[src/rtl/tbox_lookup_arbiter_if.sv]
// rtl/tbox_lookup_arbiter_if.sv - request/ROM/response bundle for the shared Te-table arbiter
//
// Purpose: groups every non-clock/reset signal of tbox_lookup_arbiter.
//   slave  : the arbiter side (takes requests and rom_q, drives grants, rom_addr, responses).
//   master : the environment side (requesters, ROM instance, statistics reader).
// Signals:
//   en           arbitration enable
//   req_valid    [N]      per-requester request valid
//   req_addr     [8N]     per-requester table index, requester i at [8i+7:8i]
//   req_rot      [2N]     per-requester rotation select, requester i at [2i+1:2i]
//   req_ready    [N]      one-hot grant
//   rom_addr     [8]      ROM address
//   rom_q        [32]     ROM data, one cycle after rom_addr
//   rsp_valid/rsp_id/rsp_data  tagged, rotated lookup result
//   stat_clr     synchronous clear of lookup_count
//   lookup_count [16]     saturating granted-lookup counter
interface tbox_lookup_arbiter_if #(
  parameter int N    = 4,
  parameter int ID_W = 2
);
  logic              en;
  logic [N-1:0]      req_valid;
  logic [8*N-1:0]    req_addr;
  logic [2*N-1:0]    req_rot;
  logic [N-1:0]      req_ready;
  logic [7:0]        rom_addr;
  logic [31:0]       rom_q;
  logic              rsp_valid;
  logic [ID_W-1:0]   rsp_id;
  logic [31:0]       rsp_data;
  logic              stat_clr;
  logic [15:0]       lookup_count;

  modport slave (
    input  en, req_valid, req_addr, req_rot, rom_q, stat_clr,
    output req_ready, rom_addr, rsp_valid, rsp_id, rsp_data, lookup_count
  );

  modport master (
    output en, req_valid, req_addr, req_rot, rom_q, stat_clr,
    input  req_ready, rom_addr, rsp_valid, rsp_id, rsp_data, lookup_count
  );
endinterface

[src/rtl/tbox_lookup_arbiter.sv]
// rtl/tbox_lookup_arbiter.sv - round-robin sharing of one Te-table ROM among N requesters
//
// Purpose: grants one table lookup per cycle round-robin, drives the single
//   ROM, rotates the stored word (Te3) to produce Te0..Te3 and returns the
//   result tagged with the requester index, in grant order.
// Ports:
//   clk      rising-edge clock
//   reset_n  asynchronous active-low reset
//   bus      tbox_lookup_arbiter_if.slave (requests, ROM, responses, counter)
// Parameters:
//   N        number of requesters (2..8)
//   ID_W     requester index width, ceil(log2(N))
//   OUT_REG  0: response one cycle after grant, 1: two cycles after grant
module tbox_lookup_arbiter #(
  parameter int N       = 4,
  parameter int ID_W    = 2,
  parameter bit OUT_REG = 1'b0
) (
  input  logic                   clk,
  input  logic                   reset_n,
  tbox_lookup_arbiter_if.slave   bus
);

  localparam logic [ID_W:0]   NUM_REQ = (ID_W+1)'(N);
  localparam logic [ID_W-1:0] LAST_ID = ID_W'(N-1);

  // Stored word is Te3; rotating right by 8*rot yields Te3, Te0, Te1, Te2.
  function automatic logic [31:0] rotr8(input logic [31:0] w, input logic [1:0] r);
    logic [31:0] v;
    case (r)
      2'd0:    v = w;
      2'd1:    v = {w[7:0],  w[31:8]};
      2'd2:    v = {w[15:0], w[31:16]};
      default: v = {w[23:0], w[31:24]};
    endcase
    return v;
  endfunction

  logic              w_found;
  logic [ID_W-1:0]   w_gnt_id;
  logic [ID_W:0]     w_sum;
  logic [N-1:0]      w_grant;
  logic [7:0]        w_sel_addr;
  logic [1:0]        w_sel_rot;
  logic [31:0]       w_rot_data;

  logic [ID_W-1:0]   r_ptr;
  logic [7:0]        r_rom_addr;
  logic              r_s1_valid;
  logic [ID_W-1:0]   r_s1_id;
  logic [1:0]        r_s1_rot;
  logic [ID_W-1:0]   r_out_id;
  logic [31:0]       r_out_data;
  logic [15:0]       r_count;

  // Search from the pointer upward, wrapping at N. Gating with reset_n keeps
  // req_ready low while reset is held.
  always_comb begin
    w_found  = 1'b0;
    w_gnt_id = '0;
    w_sum    = '0;
    if (reset_n && bus.en) begin
      for (int k = 0; k < N; k++) begin
        w_sum = {1'b0, r_ptr} + (ID_W+1)'(k);
        if (w_sum >= NUM_REQ) w_sum = w_sum - NUM_REQ;
        if (!w_found && bus.req_valid[w_sum[ID_W-1:0]]) begin
          w_found  = 1'b1;
          w_gnt_id = w_sum[ID_W-1:0];
        end
      end
    end
  end

  always_comb begin
    w_grant = '0;
    if (w_found) w_grant[w_gnt_id] = 1'b1;
  end

  assign bus.req_ready = w_grant;
  assign w_sel_addr    = bus.req_addr[{w_gnt_id, 3'b000} +: 8];
  assign w_sel_rot     = bus.req_rot[{w_gnt_id, 1'b0} +: 2];

  // Hold the last granted address when idle so the ROM input does not toggle.
  assign bus.rom_addr  = w_found ? w_sel_addr : r_rom_addr;

  always_ff @(posedge clk or negedge reset_n) begin
    if (!reset_n) begin
      r_ptr      <= '0;
      r_rom_addr <= '0;
      r_s1_valid <= 1'b0;
      r_s1_id    <= '0;
      r_s1_rot   <= '0;
    end else begin
      r_s1_valid <= w_found;
      if (w_found) begin
        r_ptr      <= (w_gnt_id == LAST_ID) ? '0 : w_gnt_id + 1'b1;
        r_rom_addr <= w_sel_addr;
        r_s1_id    <= w_gnt_id;
        r_s1_rot   <= w_sel_rot;
      end
    end
  end

  assign w_rot_data = rotr8(bus.rom_q, r_s1_rot);

  // Last delivered id/data; serves as the idle hold value when OUT_REG=0 and
  // as the output register when OUT_REG=1.
  always_ff @(posedge clk or negedge reset_n) begin
    if (!reset_n) begin
      r_out_id   <= '0;
      r_out_data <= '0;
    end else if (r_s1_valid) begin
      r_out_id   <= r_s1_id;
      r_out_data <= w_rot_data;
    end
  end

  generate
    if (OUT_REG) begin : gen_out_reg
      logic r_out_valid;
      always_ff @(posedge clk or negedge reset_n) begin
        if (!reset_n) r_out_valid <= 1'b0;
        else          r_out_valid <= r_s1_valid;
      end
      assign bus.rsp_valid = r_out_valid;
      assign bus.rsp_id    = r_out_id;
      assign bus.rsp_data  = r_out_data;
    end else begin : gen_out_comb
      assign bus.rsp_valid = r_s1_valid;
      assign bus.rsp_id    = r_s1_valid ? r_s1_id    : r_out_id;
      assign bus.rsp_data  = r_s1_valid ? w_rot_data : r_out_data;
    end
  endgenerate

  // Clear wins over a same-cycle grant; the count sticks at all-ones.
  always_ff @(posedge clk or negedge reset_n) begin
    if (!reset_n)                              r_count <= '0;
    else if (bus.stat_clr)                     r_count <= '0;
    else if (w_found && r_count != 16'hFFFF)   r_count <= r_count + 16'd1;
  end

  assign bus.lookup_count = r_count;

endmodule
[src/flat_wrapper.sv]
// flat-port wrapper written by rule: the top's interface ports become plain ports
module tbox_lookup_arbiter_flat 
#(
  parameter int N       = 4,
  parameter int ID_W    = 2,
  parameter bit OUT_REG = 1'b0
)
  (clk, reset_n, bus_en, bus_req_valid, bus_req_addr, bus_req_rot, bus_rom_q, bus_stat_clr, bus_req_ready, bus_rom_addr, bus_rsp_valid, bus_rsp_id, bus_rsp_data, bus_lookup_count);
  tbox_lookup_arbiter_if #(.N(N), .ID_W(ID_W)) bus_i ();
  input  logic clk;
  input  logic reset_n;
  input wire logic [$bits(bus_i.en)-1:0] bus_en;
  input wire logic [$bits(bus_i.req_valid)-1:0] bus_req_valid;
  input wire logic [$bits(bus_i.req_addr)-1:0] bus_req_addr;
  input wire logic [$bits(bus_i.req_rot)-1:0] bus_req_rot;
  input wire logic [$bits(bus_i.rom_q)-1:0] bus_rom_q;
  input wire logic [$bits(bus_i.stat_clr)-1:0] bus_stat_clr;
  output wire logic [$bits(bus_i.req_ready)-1:0] bus_req_ready;
  output wire logic [$bits(bus_i.rom_addr)-1:0] bus_rom_addr;
  output wire logic [$bits(bus_i.rsp_valid)-1:0] bus_rsp_valid;
  output wire logic [$bits(bus_i.rsp_id)-1:0] bus_rsp_id;
  output wire logic [$bits(bus_i.rsp_data)-1:0] bus_rsp_data;
  output wire logic [$bits(bus_i.lookup_count)-1:0] bus_lookup_count;
  assign bus_i.en = bus_en;
  assign bus_i.req_valid = bus_req_valid;
  assign bus_i.req_addr = bus_req_addr;
  assign bus_i.req_rot = bus_req_rot;
  assign bus_i.rom_q = bus_rom_q;
  assign bus_i.stat_clr = bus_stat_clr;
  assign bus_req_ready = bus_i.req_ready;
  assign bus_rom_addr = bus_i.rom_addr;
  assign bus_rsp_valid = bus_i.rsp_valid;
  assign bus_rsp_id = bus_i.rsp_id;
  assign bus_rsp_data = bus_i.rsp_data;
  assign bus_lookup_count = bus_i.lookup_count;
  tbox_lookup_arbiter #(.N(N), .ID_W(ID_W), .OUT_REG(OUT_REG)) u_core (.clk(clk), .reset_n(reset_n), .bus(bus_i));
endmodule
[config.mk]
export PLATFORM = sky130hd
export DESIGN_NAME = tbox_lookup_arbiter_flat
export DESIGN_NICKNAME = d
export VERILOG_FILES = /design/src/rtl/tbox_lookup_arbiter_if.sv /design/src/rtl/tbox_lookup_arbiter.sv /design/src/flat_wrapper.sv
export SDC_FILE = /design/constraint.sdc
export NUM_CORES = 1
export LEC_CHECK = 0
export CAP_MARGIN = 5
export CELL_PAD_IN_SITES_DETAIL_PLACEMENT = 0
export CELL_PAD_IN_SITES_GLOBAL_PLACEMENT = 2
export CORE_MARGIN = 5
export CORE_UTILIZATION = 24
export DETAILED_ROUTE_END_ITERATION = 10
export GPL_TIMING_DRIVEN = 0
export MAX_ROUTING_LAYER = met4
export PLACE_DENSITY_LB_ADDON = 0.15
export RECOVER_POWER = 100
export SETUP_SLACK_MARGIN = 0.5
export SLEW_MARGIN = 30
export SYNTH_ARGS = -nofsm -noshare
export SYNTH_HDL_FRONTEND = slang
export SYNTH_SLANG_ARGS = --single-unit
[constraint.sdc]
create_clock -name clk -period 2.1 [get_ports clk]
set_input_delay 0.315 -clock clk [delete_from_list [all_inputs] [get_ports clk]]
set_output_delay 0.315 -clock clk [all_outputs]
set_load 0.05 [all_outputs]
Yosys cells after proc, flatten, opt, wreduce, memory -nomap -nowiden
Cells that the tools add are included.
{"block": "classes", "n_addsub": 9, "order_cmp": 10, "n_eq_ne": 4, "shift": 2, "mux": 39, "n_reduce_logical": 11}
{"op": "one-hot mux 32 bit (3 select lines)", "n": 1}
{"op": "2-to-1 mux 16 bit", "n": 2}
{"op": "2-to-1 mux 32 bit", "n": 1}
{"op": "indexed part select 32 x 6 -> 8 bit", "n": 1}
{"op": "2-to-1 mux 2 bit", "n": 15}
{"op": "adder 16 x 1 -> 16 bit, second input constant", "n": 1}
{"op": "!= test 16 bit, second input constant", "n": 1}
{"op": "less-than comparator 2 x 3 -> 1 bit, second input constant", "n": 5}
{"op": "2-to-1 mux 1 bit", "n": 13}
{"op": ">= comparator 3 bit, second input constant", "n": 3}
{"op": "binary-select mux 1 bit (select 2 bit)", "n": 4}
{"op": "2-to-1 mux 8 bit", "n": 1}
{"op": "indexed part select 8 x 4 -> 2 bit", "n": 1}
{"op": "subtractor 2 x 1 -> 2 bit, second input constant", "n": 4}
{"op": "adder 2 x 2 -> 3 bit, second input constant", "n": 2}
{"op": "logical AND 1 bit", "n": 6}
{"op": "== test 2 bit, second input constant", "n": 2}
{"op": "2-to-1 mux 4 bit", "n": 1}
{"op": "adder 2 x 1 -> 3 bit, second input constant", "n": 1}
{"op": ">= comparator 2 x 3 -> 1 bit, second input constant", "n": 1}
{"op": "logical NOT 1 bit", "n": 3}
{"op": "adder 2 x 1 -> 2 bit, second input constant", "n": 1}
{"op": "demux 1 bit (select 2 bit)", "n": 1}
{"op": "== test 2 x 1 -> 1 bit, second input constant", "n": 1}
{"op": "other kinds (3)", "n": 3}
{"block": "word_totals", "ff_bits": 65, "output_inout_bits": 63}

Depth between registers and ports, before layout
{"block": "depth", "depth_word": 24, "depth_mapped": 8, "depth_no_buf": 6}

Worst setup path after synthesis
No wires, ideal clock.
{"block": "synth_timing", "path_kind": "reg2out", "startpoint": "register u_core.r_ptr[1]", "endpoint": "output port bus_rom_addr[1]", "arrival_time_ps": 2333, "required_time_ps": 1785, "slack_ps": -548, "stages_incl_launch_ff": 6, "path_cell_list": "dfrtp_1 -> nand2b_1 -> a21o_1 -> a31oi_1 -> a21oi_1 -> o221ai_1"}
{"block": "synth_between", "elab_chain_len": 21, "elab_cells_between_ends": 48, "classes_between": "add/sub: 7; order compare: 4; shift: 1; mux: 30; reduce/logical: 6"}
{"element": "start: declaration", "line": "tbox_lookup_arbiter.sv:47", "rtl": "logic [ID_W-1:0] r_ptr;"}
{"element": "start signal: assignment", "line": "tbox_lookup_arbiter.sv:96", "rtl": "r_ptr <= (w_gnt_id == LAST_ID) ? '0 : w_gnt_id + 1'b1;"}
{"element": ">= comparator 2 x 3 -> 1 bit or subtractor 2 x 1 -> 2 bit (tied branches)", "line": "tbox_lookup_arbiter.sv:65", "rtl": "if (w_sum >= NUM_REQ) w_sum = w_sum - NUM_REQ;"}
{"element": "2-to-1 mux 2 bit", "line": "tbox_lookup_arbiter.sv:65"}
{"element": "2-to-1 mux 2 bit", "line": "tbox_lookup_arbiter.sv:62", "rtl": "if (reset_n && bus.en) begin"}
{"element": "binary-select mux 1 bit (select 2 bit)", "line": "tbox_lookup_arbiter.sv:66", "rtl": "if (!w_found && bus.req_valid[w_sum[ID_W-1:0]]) begin"}
{"element": "2-to-1 mux 1 bit (not written as such)", "line": "tbox_lookup_arbiter.sv:66"}
{"element": "2-to-1 mux 1 bit", "line": "tbox_lookup_arbiter.sv:66"}
{"element": "2-to-1 mux 1 bit", "line": "tbox_lookup_arbiter.sv:62"}
{"element": "logical NOT 1 bit", "line": "tbox_lookup_arbiter.sv:66"}
{"element": "[... 5 more ...]"}
{"element": "2-to-1 mux 1 bit", "line": "tbox_lookup_arbiter.sv:66"}
{"element": "2-to-1 mux 1 bit", "line": "tbox_lookup_arbiter.sv:62"}
{"element": "logical NOT 1 bit", "line": "tbox_lookup_arbiter.sv:66"}
{"element": "logical AND 1 bit", "line": "tbox_lookup_arbiter.sv:66"}
{"element": "2-to-1 mux 2 bit", "line": "tbox_lookup_arbiter.sv:66"}
{"element": "2-to-1 mux 2 bit", "line": "tbox_lookup_arbiter.sv:62"}
{"element": "indexed part select 32 x 6 -> 8 bit", "line": "tbox_lookup_arbiter.sv:80", "rtl": "assign w_sel_addr = bus.req_addr[{w_gnt_id, 3'b000} +: 8];"}
{"element": "2-to-1 mux 8 bit *", "line": "tbox_lookup_arbiter.sv:84", "rtl": "assign bus.rom_addr = w_found ? w_sel_addr : r_rom_addr;"}
{"element": "end: declaration", "line": "flat_wrapper.sv:19", "rtl": "output wire logic [$bits(bus_i.rom_addr)-1:0] bus_rom_addr;"}
Every way passes the cells marked *; elsewhere a longest branch is shown, timed or not. The select of a mux whose other input is x is not followed.

Worst setup path after layout
{"block": "layout_timing", "startpoint": "register u_core.r_ptr[1]", "endpoint": "output port bus_req_ready[1]"}
{"block": "layout_between", "elab_chain_len": 24, "elab_cells_between_ends": 52, "classes_between": "add/sub: 7; order compare: 6; mux: 32; reduce/logical: 7"}
{"element": ">= comparator 2 x 3 -> 1 bit or subtractor 2 x 1 -> 2 bit (tied branches)", "line": "tbox_lookup_arbiter.sv:65"}
{"element": "2-to-1 mux 2 bit", "line": "tbox_lookup_arbiter.sv:65"}
{"element": "2-to-1 mux 2 bit", "line": "tbox_lookup_arbiter.sv:62"}
{"element": "binary-select mux 1 bit (select 2 bit)", "line": "tbox_lookup_arbiter.sv:66"}
{"element": "2-to-1 mux 1 bit (not written as such)", "line": "tbox_lookup_arbiter.sv:66"}
{"element": "2-to-1 mux 1 bit", "line": "tbox_lookup_arbiter.sv:66"}
{"element": "2-to-1 mux 1 bit", "line": "tbox_lookup_arbiter.sv:62"}
{"element": "logical NOT 1 bit", "line": "tbox_lookup_arbiter.sv:66"}
{"element": "[... 8 more ...]"}
{"element": "logical AND 1 bit", "line": "tbox_lookup_arbiter.sv:66"}
{"element": "2-to-1 mux 2 bit", "line": "tbox_lookup_arbiter.sv:66"}
{"element": "2-to-1 mux 2 bit", "line": "tbox_lookup_arbiter.sv:62"}
{"element": "less-than comparator 2 x 3 -> 1 bit (not written as such) or >= comparator 2 x 1 -> 1 bit (tied branches)", "line": "tbox_lookup_arbiter.sv:76", "rtl": "if (w_found) w_grant[w_gnt_id] = 1'b1;"}
{"element": "logical AND 1 bit (not written as such)", "line": "tbox_lookup_arbiter.sv:76"}
{"element": "2-to-1 mux 1 bit (not written as such)", "line": "tbox_lookup_arbiter.sv:76"}
{"element": "demux 1 bit (select 2 bit)"}
{"element": "2-to-1 mux 4 bit *", "line": "tbox_lookup_arbiter.sv:76"}
{"element": "end: declaration", "line": "flat_wrapper.sv:18", "rtl": "output wire logic [$bits(bus_i.req_ready)-1:0] bus_req_ready;"}
Marks and branches as above.

==> results.toml <==
[clock_tree]
clk_path_buf_depth = 2
htree_levels = 3
numCtsBuffers = 9
cts_tree = "yes"
clkLatencyLatePin_ps = 340
numClockSinks = 65
clk_pin_slew_ps = 60
clock-root-buffer = "clkbuf_16"

[critical_path]
worst_ep_required_time_ps = 1780
reg2reg_depth = 9
r2r_start = "u_core.r_s1_rot[0]"
arrival_ps = 2320
cp-end-kind = "output port"
critPathLaunchType = "flip-flop"
worstSetupPathType = "flip-flop to output port"
reg2reg_setup_slack_ps = 10
rr_endpoint = "u_core.r_out_data[12]"
critPathMaxFanout = 8

[power]
power_mw = 8.392
vdd_ir_drop_max_uv = 663.7
p_leak_nw = 3.257
power_density_nw_per_um2 = 1031

[cells_and_area]
fin_nets = 702
syn_to_final_growth_pct = 106.7
final_cell_area_um2 = 8143
post-route-util = 0.5089
antenna_cells = 0
layout-drive-gt1-share = 0.5611
n_fill_cell = 1480
seqCellArea_um2 = 1647
multi_input_area_um2 = 3209

[synth]
synth_nets = 478
syn_inst = 393
synth.top_cells.by_area = "dfrtp_1 (41%), mux2_2 (14%), mux2i_1 (5.6%)"
yosysWarnings = 0
synth_cell_types = 53
synth-seq-cells = 65
yosysMostFrequentCell = "dfrtp_1"
synth_commonest_cells = "dfrtp_1 (65), mux2_2 (50), nor2_1 (36)"
synth_edf_count = 0
synth_top_flop_cell = "dfrtp_1"
ys_async_sr_fraction = 1.000
ys_seq_area_frac = 0.4130
synth_top_area_share = 0.4130
synth_top_cell_by_area = "dfrtp_1"
syn_area_per_cell_um2 = 10.02
synth_area_um2 = 3939

[drt]
vias = 4039
wl_mm = 16.04
route.detailed.wl_per_inst_um = 19.15
antenna_left = 0
dr.pass1.iters = 4
drcViolationCount = 0
avgViaCountPerCell = 4.820
drt-initial-drc-count = 114

[die]
io_pins = 143
core_area_um2 = 16000
dieHeight_um = 138.1
rows = 46
die_area_um2 = 19070
initial_utilization = 0.2462
die_w_um = 138.1

[grt]
grt_first_pass_wirelength_mm = 24.89
grt_start_max_net_pins = 43
grt_pass1_vias = 4454
overflow = 0
grt_usage = 0.1691
antenna_found_initial = 0

[place]
dpl_cell_area_um2 = 6192
place_hpwl_mm = 10.48
routabilityCongestion = 0.7727
portBuffers = 141

[worst_hold_path]
holdPathEnd = "u_core.bus.lookup_count[3]"
min_from = "bus_stat_clr"
worstHoldPathCells = 2
min_path_type = "input pin to flip-flop"

[timing]
tightestPinTransition_ps = 1200
fin_skew_ps = 5.413
timing.fmax_ghz = 0.3799
hold_violations = 0
setup_viol_count_final = 45
setup_slack_ps = -532.1
maxSlewViolCount = 0
fin_crit_ps = 2632
finalCritPeriodShare = 1.253
relSlewSlack = 0.1984
setup_tns_ps = -20600
holdWs_ps = 380.3
rsz0062_at_grt = "true"

[run_status]
status = "complete, but fails checks"
violations = "negative setup slack"

[job]
max_cap_violations = 0
[critical path, stage by stage (launching register included)]
cell and delay, ps:
dfrtp_2 450, buf_6 140, nand3b_1 160, a21oi_2 130, o211a_1 180, buf_6 160
clkinvlp_4 130, buf_12 150, ha_1 170, and3_2 180, buf_6 150
[power breakdown]
group | internal [mW] | switching [mW]
Combinational | 2.27 | 2.62
Clock | 1.16 | 0.632
Sequential | 1.60 | 0.114
[per-layer routing]
layer	global-route usage	wire length, um	up-vias
li1	-	-	1895
met1	0.2012	7126	2010
met2	0.2734	7780	116
met3	0.05793	863	18
met4	0.04784	273	0
met5	-	0	-
[sequential cells by signal (all words and copies together) (netlist names)]
name	cells
u_core.bus.lookup_count	16
u_core.bus.rsp_valid	1
u_core.r_out_data	32
u_core.r_out_id	2
u_core.r_ptr	2
u_core.r_rom_addr	8
u_core.r_s1_id	2
u_core.r_s1_rot	2
[cell usage in the layout, fill, tap and decap left out, types with 10 or more instances in the layout]
| cell | n |
|---|---|
| clkdlybuf4s50_1 | 73 |
| mux2_4 | 51 |
| dfrtp_1 | 49 |
| buf_6 | 45 |
| buf_4 | 36 |
| buf_8 | 30 |
| nor2_1 | 21 |
| nand2_1 | 20 |
| a21oi_2 | 16 |
| clkbuf_1 | 16 |
| dfrtp_2 | 16 |
| nor2_4 | 14 |
| buf_12 | 13 |
| clkbuf_16 | 13 |
| nand2_2 | 12 |
| mux2i_4 | 11 |
| xnor2_1 | 11 |
| nand4_1 | 10 |
[kinds of logic (layout without fill, tap and decap cells)]
| group | count (synthesis) | count (layout) | share of synthesized area |
|---|---|---|---|
| xor gates and xnor gates | 12 | 12 | 0.02668 |
| and+or+nand+nor | 123 | 123 | 0.1623 |
| AOI/OAI and AO/OA | 82 | 82 | 0.1385 |
| DFF | 65 | 65 | 0.4130 |
| muxes | 73 | 73 | 0.2017 |
| buffers and inverters | 33 | 262 | 0.04193 |
| adders and majority gates | 5 | 5 | 0.01588 |
[stage by stage]
stage | cells | setup slack (ps)
finish | 838 | -532.1
CTS | 829 | -545.4
global route | 838 | -647.8
floorplan | 393 | -86.20
global placement | 750 | -4109
detailed placement | 751 | -1520
[repair_timing]
action | in CTS | in global routing
resized for setup | 484 | 134
setup buffers | 55 | 9
setup endpoints to repair | 117 | 116
gates cloned | 5 | 0
hold buffers | 2 | 0
pin swaps | 24 | 28
hold endpoints to repair | 23 | 0
[cell type report]
class | count | share of cell area
multi-input combinational | 295 | 0.3941
timing repair buffer | 213 | 0.2853
sequential | 65 | 0.2022
buffer | 28 | 0.04010
tap | 216 | 0.03319
clock buffer | 9 | 0.02766
clock inverter | 7 | 0.01460
inverter | 5 | 0.002766
[worst max path at each step]
stage,startpoint,endpoint,depth (start not counted),slack (ps)
2_1_floorplan,bus_req_valid[1],bus_rom_addr[0],8,-90
3_3_place_gp,reset_n,bus_rom_addr[5],9,-4110
3_5_place_dp,bus_req_valid[0],bus_rom_addr[5],9,-1520
4_1_cts,u_core.r_ptr[1],bus_rom_addr[6],9,-550
5_1_grt,u_core.r_ptr[1],bus_req_ready[1],10,-650
6_report,u_core.r_ptr[1],bus_req_ready[1],10,-530
Note: power is estimated with default switching activity, not from simulation.
